**config.mk**
```make
export PLATFORM = sky130hd
export DESIGN_NAME = hex_scan_reader
export DESIGN_NICKNAME = d
export VERILOG_FILES = /design/src/rtl/seg7_pkg.sv /design/src/rtl/seg7_pattern_decode.sv /design/src/rtl/hex_scan_reader.sv
export SDC_FILE = /design/constraint.sdc
export NUM_CORES = 1
export LEC_CHECK = 0
export ABC_CLOCK_PERIOD_IN_PS = 3350
export BUFFER_PORTS_ARGS = -buffer_cell sky130_fd_sc_hd__buf_2
export CORE_MARGIN = 3
export CORE_UTILIZATION = 58
export CTS_BUF_LIST = sky130_fd_sc_hd__clkbuf_16
export CTS_CLUSTER_DIAMETER = 150
export DETAILED_ROUTE_END_ITERATION = 8
export HOLD_SLACK_MARGIN = 0.03
export PLACE_DENSITY_LB_ADDON = 0.1
export SLEW_MARGIN = 20
export SYNTH_ARGS = -nofsm -noshare
export SYNTH_HDL_FRONTEND = slang
export SYNTH_SLANG_ARGS = --single-unit
```
**constraint.sdc**
```tcl
create_clock -name CLOCK_50 -period 3.35 [get_ports CLOCK_50]
set_clock_uncertainty 0.2 [all_clocks]
set_input_delay 0.67 -clock CLOCK_50 [delete_from_list [all_inputs] [get_ports CLOCK_50]]
set_output_delay 0.67 -clock CLOCK_50 [all_outputs]
set_load 0.005 [all_outputs]
```
**src/rtl/seg7_pkg.sv**
```systemverilog
// Shared seven-segment constants, scan FSM states and frame record for the display read-back path.
// Purely declarative; no logic, no latency, no flow control.
package seg7_pkg;

   localparam logic [6:0] SEG_0     = 7'h40;
   localparam logic [6:0] SEG_1     = 7'h79;
   localparam logic [6:0] SEG_2     = 7'h24;
   localparam logic [6:0] SEG_3     = 7'h30;
   localparam logic [6:0] SEG_4     = 7'h19;
   localparam logic [6:0] SEG_5     = 7'h12;
   localparam logic [6:0] SEG_6     = 7'h02;
   localparam logic [6:0] SEG_7     = 7'h78;
   localparam logic [6:0] SEG_8     = 7'h00;
   localparam logic [6:0] SEG_9     = 7'h18;
   localparam logic [6:0] SEG_BLANK = 7'h7F;

   localparam logic [3:0] BCD_BLANK_NIBBLE = 4'hF;

   typedef enum logic [1:0] {
      IDLE,
      COUNT,
      HELD
   } scan_state_t;

   typedef struct packed {
      logic [15:0] bcd;
      logic [3:0]  blank;
   } frame_t;

   function automatic logic [3:0] digit_onehot(input logic [1:0] idx);
      return 4'b0001 << idx;
   endfunction

endpackage

```
**src/rtl/seg7_pattern_decode.sv**
```systemverilog
// Maps an active-low segment pattern back to a BCD nibble, blank or invalid.
// Combinational, zero latency; no flow control.
// Blank and invalid patterns both report BCD_BLANK_NIBBLE on the nibble output.
module seg7_pattern_decode
   import seg7_pkg::*;
(
   input  logic [6:0] pattern,
   output logic [3:0] nibble,
   output logic       is_blank,
   output logic       is_invalid
);

   always_comb begin
      nibble     = BCD_BLANK_NIBBLE;
      is_blank   = 1'b0;
      is_invalid = 1'b0;
      case (pattern)
         SEG_0:     nibble = 4'd0;
         SEG_1:     nibble = 4'd1;
         SEG_2:     nibble = 4'd2;
         SEG_3:     nibble = 4'd3;
         SEG_4:     nibble = 4'd4;
         SEG_5:     nibble = 4'd5;
         SEG_6:     nibble = 4'd6;
         SEG_7:     nibble = 4'd7;
         SEG_8:     nibble = 4'd8;
         SEG_9:     nibble = 4'd9;
         SEG_BLANK: is_blank = 1'b1;
         default:   is_invalid = 1'b1;
      endcase
   end

endmodule

```
**src/rtl/hex_scan_reader.sv**
```systemverilog
// Recovers the BCD word from a multiplexed active-low 4-digit 7-seg bus; optional ERR_CNT via HEX_READER_ERRCNT_EN.
// Latency: VALID STABLE_CYCLES+1 edges after digit 3 is first sampled; ERR one edge after the offending registered sample.
// No backpressure: the display bus is free-running, frames are either published or dropped with an ERR pulse.
module hex_scan_reader
   import seg7_pkg::*;
#(
   parameter int unsigned STABLE_CYCLES = 4
) (
   input  logic        CLOCK_50,
   input  logic        RESET_N,
   input  logic [6:0]  SEG_N,
   input  logic [3:0]  DIG_SEL,
   output logic [15:0] BCD_OUT,
   output logic [3:0]  BLANK,
   output logic        VALID,
   output logic        ERR
`ifdef HEX_READER_ERRCNT_EN
   ,
   output logic [7:0]  ERR_CNT
`endif
);

   localparam logic [7:0] STABLE_CNT = 8'(STABLE_CYCLES);

   logic [6:0]  seg_q;
   logic [6:0]  seg_prev;
   logic [3:0]  sel_q;

   scan_state_t state;
   logic [1:0]  idx;
   logic [7:0]  cnt;
   frame_t      shadow;

   logic [3:0]  dec_nibble;
   logic        dec_blank;
   logic        dec_invalid;

   logic        start_digit;
   logic        keep_digit;
   logic        capture;
   logic        fault;
   logic [1:0]  idx_tgt;
   logic [7:0]  cnt_nxt;
   frame_t      shadow_nxt;

   seg7_pattern_decode u_decode (
      .pattern    (seg_q),
      .nibble     (dec_nibble),
      .is_blank   (dec_blank),
      .is_invalid (dec_invalid)
   );

   // seg_prev trails seg_q by one cycle so COUNT can detect a pattern change
   always_ff @(posedge CLOCK_50 or negedge RESET_N) begin
      if (!RESET_N) begin
         seg_q    <= SEG_BLANK;
         seg_prev <= SEG_BLANK;
         sel_q    <= 4'b0000;
      end else begin
         seg_q    <= SEG_N;
         seg_prev <= seg_q;
         sel_q    <= DIG_SEL;
      end
   end

   always_comb begin
      start_digit = 1'b0;
      keep_digit  = 1'b0;
      capture     = 1'b0;
      fault       = 1'b0;
      idx_tgt     = idx;
      cnt_nxt     = 8'd1;
      shadow_nxt  = shadow;

      case (state)
         IDLE: begin
            if (sel_q == 4'b0001) begin
               start_digit = 1'b1;
               idx_tgt     = 2'd0;
            end
         end
         COUNT: begin
            if (sel_q == digit_onehot(idx)) begin
               keep_digit = 1'b1;
               if (seg_q == seg_prev)
                  cnt_nxt = (cnt >= STABLE_CNT) ? STABLE_CNT : cnt + 8'd1;
            end else begin
               fault = 1'b1;
            end
         end
         HELD: begin
            if (sel_q == digit_onehot(idx + 2'd1)) begin
               start_digit = 1'b1;
               idx_tgt     = idx + 2'd1;
            end else if (sel_q != digit_onehot(idx) && sel_q != 4'b0000) begin
               fault = 1'b1;
            end
         end
         default: ;
      endcase

      // Entering a digit counts as the first stable sample, so STABLE_CYCLES=1 captures on entry
      if ((start_digit || keep_digit) && cnt_nxt >= STABLE_CNT) begin
         capture = 1'b1;
         if (dec_invalid)
            fault = 1'b1;
      end

      shadow_nxt.bcd[{idx_tgt, 2'b00} +: 4] = dec_nibble;
      shadow_nxt.blank[idx_tgt]             = dec_blank;
   end

   always_ff @(posedge CLOCK_50 or negedge RESET_N) begin
      if (!RESET_N) begin
         state   <= IDLE;
         idx     <= 2'd0;
         cnt     <= 8'd0;
         shadow  <= '0;
         BCD_OUT <= 16'h0000;
         BLANK   <= 4'b0000;
         VALID   <= 1'b0;
         ERR     <= 1'b0;
      end else begin
         VALID <= 1'b0;
         ERR   <= 1'b0;
         if (fault) begin
            ERR    <= 1'b1;
            state  <= IDLE;
            idx    <= 2'd0;
            cnt    <= 8'd0;
            shadow <= '0;
         end else if (capture && idx_tgt == 2'd3) begin
            BCD_OUT <= shadow_nxt.bcd;
            BLANK   <= shadow_nxt.blank;
            VALID   <= 1'b1;
            state   <= IDLE;
            idx     <= 2'd0;
            cnt     <= 8'd0;
            shadow  <= '0;
         end else if (capture) begin
            shadow <= shadow_nxt;
            idx    <= idx_tgt;
            cnt    <= cnt_nxt;
            state  <= HELD;
         end else if (start_digit || keep_digit) begin
            state <= COUNT;
            idx   <= idx_tgt;
            cnt   <= cnt_nxt;
         end
      end
   end

`ifdef HEX_READER_ERRCNT_EN
   always_ff @(posedge CLOCK_50 or negedge RESET_N) begin
      if (!RESET_N)
         ERR_CNT <= 8'h00;
      else if (ERR && ERR_CNT != 8'hFF)
         ERR_CNT <= ERR_CNT + 8'd1;
   end
`endif

endmodule

```
==> impl_metrics.json <==
{
  "status": "completed",
  "avgSynthCellArea_sq_um": 10.9,
  "coreArea_sq_mm": 0.00554,
  "io_pins": 35,
  "cts_made_buffers": 9,
  "die_x_um": 82.1,
  "leakage_nw": 1.84,
  "totalWireLength_um": 7250,
  "fin_crit_sh_pct": 96.8,
  "path_clk_slew_ps": 60,
  "synth_area_leaders": "dfrtp_1, dfstp_2, ha_1, o2bb2ai_1, inv_1",
  "hold_path_class": "input port to async pin",
  "multi_input_area_sq_mm": 0.00152,
  "startpoint_type": "flop",
  "drv_slew": 0,
  "drtIter0Drc": 202,
  "syn_inst": 309,
  "synth_area_leader_cell": "dfrtp_1",
  "cts_max_level": 3,
  "row_count": 27,
  "timing.rr.end": "BCD_OUT[15]$_DFFE_PN0P_",
  "grt_max_degree": 43,
  "dieArea_sq_mm": 0.00673,
  "synth_top_area_share_pct": 39.5,
  "dp_hpwl_um": 5050,
  "worstRegToRegCells": 12,
  "final_cell_mix": "dfrtp_1, buf_2, inv_1",
  "crit_fanout": 6,
  "crit-reg2reg-launch": "idx[0]$_DFFE_PN0P_",
  "syn-num-nets": 335,
  "synth_cell_types": 55,
  "drive_above_1_share_pct": 25.8,
  "cts_tree": "built",
  "whs_ps": 135,
  "start_util_pct": 60.6,
  "wl_per_cell_um": 16.9,
  "clk_path_buf_depth": 2,
  "nets": 378,
  "n_antenna_cell": 0,
  "end_kind": "flop",
  "rsz0062_at_grt": "true",
  "design_area_sq_mm": 0.00396,
  "min_period_ps": 3240,
  "ff_latch_area_sq_mm": 0.00169,
  "syn-cell-area_sq_mm": 0.00336,
  "area_growth_pct": 18.0,
  "antenna_found_initial": 0,
  "max_freq_mhz": 309,
  "setup_violations": 0,
  "via_count": 2526,
  "grt_pass1_vias": 2496,
  "crit_required_ps": 3400,
  "synthArstFlopShare_pct": 100,
  "nFillCells": 414,
  "final_common_cell": "dfrtp_1",
  "clk_latency_ps": 330,
  "cts_sinks": 67,
  "die_h_um": 82.1,
  "cts_root_buf": "clkbuf_16",
  "power.density_mw_per_mm2": 525,
  "grt_usage_pct": 23.7,
  "critical_path_class": "flop to flop",
  "max-vdd-ir-drop_v": 0.000345,
  "synthFlopType": "dfrtp_1",
  "arrival_ps": 3290,
  "ant_nets": 0,
  "grt_pass1_wl_um": 12000,
  "maxCapViolations": 0,
  "gp_congestion": 0.855,
  "power_w": 0.00208,
  "synth_edf_count": 0,
  "finalHoldViolations": 0,
  "port_buffers": 34,
  "setup_tns_ps": 0,
  "routed_via_density": 5.89,
  "worst_pin_slew_ps": 711,
  "synth-seq-cells": 67,
  "overflow": 0,
  "dr.pass1.iters": 4,
  "ys_seq_area_share_pct": 50.5,
  "reg2reg_slack_ps": 110,
  "relSlewSlack_pct": 52.2,
  "drc": 0,
  "dpl_cell_area_sq_mm": 0.00362,
  "synth_warnings": 0
}
==> per-stage QoR <==
stage / util [%] / worst slack, ps / instances
floorplan: - / 409 / 309
global placement: 65.3 / 208 / 413
detailed placement: 65.3 / 26.5 / 413
CTS: 71.0 / 64.4 / 429
global route: 71.5 / -87.0 / 429
finish: 71.5 / 109 / 429
==> repair_timing <==
item | CTS | global route
endpoints found under the setup margin | 1 | 24
hold buffers | 0 | 0
gates resized for setup | 1 | 5
buffers inserted | 0 | 0
==> worst max-delay path by stage <==
stage                       start                      end  cells after the start
6_report       idx[0]$_DFFE_PN0P_  BCD_OUT[15]$_DFFE_PN0P_                     12
5_1_grt        idx[0]$_DFFE_PN0P_  BCD_OUT[15]$_DFFE_PN0P_                     12
4_1_cts        idx[0]$_DFFE_PN0P_  BCD_OUT[15]$_DFFE_PN0P_                     12
3_5_place_dp   idx[0]$_DFFE_PN0P_   BCD_OUT[3]$_DFFE_PN0P_                     12
3_3_place_gp   idx[0]$_DFFE_PN0P_  BCD_OUT[15]$_DFFE_PN0P_                     12
2_1_floorplan  idx[0]$_DFFE_PN0P_  BCD_OUT[14]$_DFFE_PN0P_                     13
==> sequential cells by signal, summed over array words and instances (netlist names) <==
name / flops
state: 2
cnt: 8
idx: 2
BLANK: 4
shadow: 15
ERR: 1
VALID: 1
seg_prev: 7
BCD_OUT: 16
seg_q: 7
sel_q: 4
==> cell families after synthesis <==
group	after synthesis	share of synthesized area, %
AO/OA/AOI/OAI	81	18.0
buffers and inverters	37	5.03
adder cells (fa/ha/maj)	13	4.85
XOR/XNOR	17	4.44
flip-flops	67	50.5
AND/OR/NAND/NOR	94	17.2
==> layout make-up <==
type | count | share of cell area (%)
Tap cell | 72 | 2.27
Sequential cell | 67 | 42.8
Clock inverter | 7 | 2.34
Inverter | 25 | 2.37
Clock buffer | 9 | 5.69
Timing Repair Buffer | 44 | 6.19
Multi-Input combinational cell | 205 | 38.4
==> critical path, stage by stage, from the launching register on <==
cell	delay (ps)
dfrtp_1	390
inv_1	100
ha_1	280
xnor2_2	230
and4_1	280
nand3_1	180
and2_1	220
inv_1	100
ha_2	250
nand2_1	80
a211oi_2	220
or4b_4	500
o21ai_1	150
==> cells in the mapped netlist (4+ instances only) <==
cell type and n:
buf_2 6, nor3_1 6, nand2_1 18, a22o_1 5
xnor2_1 9, inv_1 25, nor2_1 15, nand2b_1 4
a221oi_1 10, nand3_1 4, o21ai_0 10, dfstp_2 14
and4_1 4, dfrtp_1 53, xor2_1 8, a21oi_1 17
and2_1 8, ha_1 13, o2bb2ai_1 13
==> metal layers <==
metal | vias to the layer above | track usage, % | routed length, um
li1 | 1206 | - | -
met1 | 1229 | 31.5 | 3330
met2 | 79 | 37.3 | 3460
met3 | 12 | 5.26 | 339
met4 | 0 | 9.80 | 120
met5 | - | 0 | 0
==> report_power, final <==
group          switching [W]  internal (W)  leakage [nW]  total (W)
sequential         0.0000332      0.000844         0.875   0.000877
combinational       0.000116     0.0000853         0.820   0.000201
clock               0.000353      0.000648         0.149    0.00100
total               0.000502       0.00158          1.84    0.00208
(Power assumes the default switching activity.)
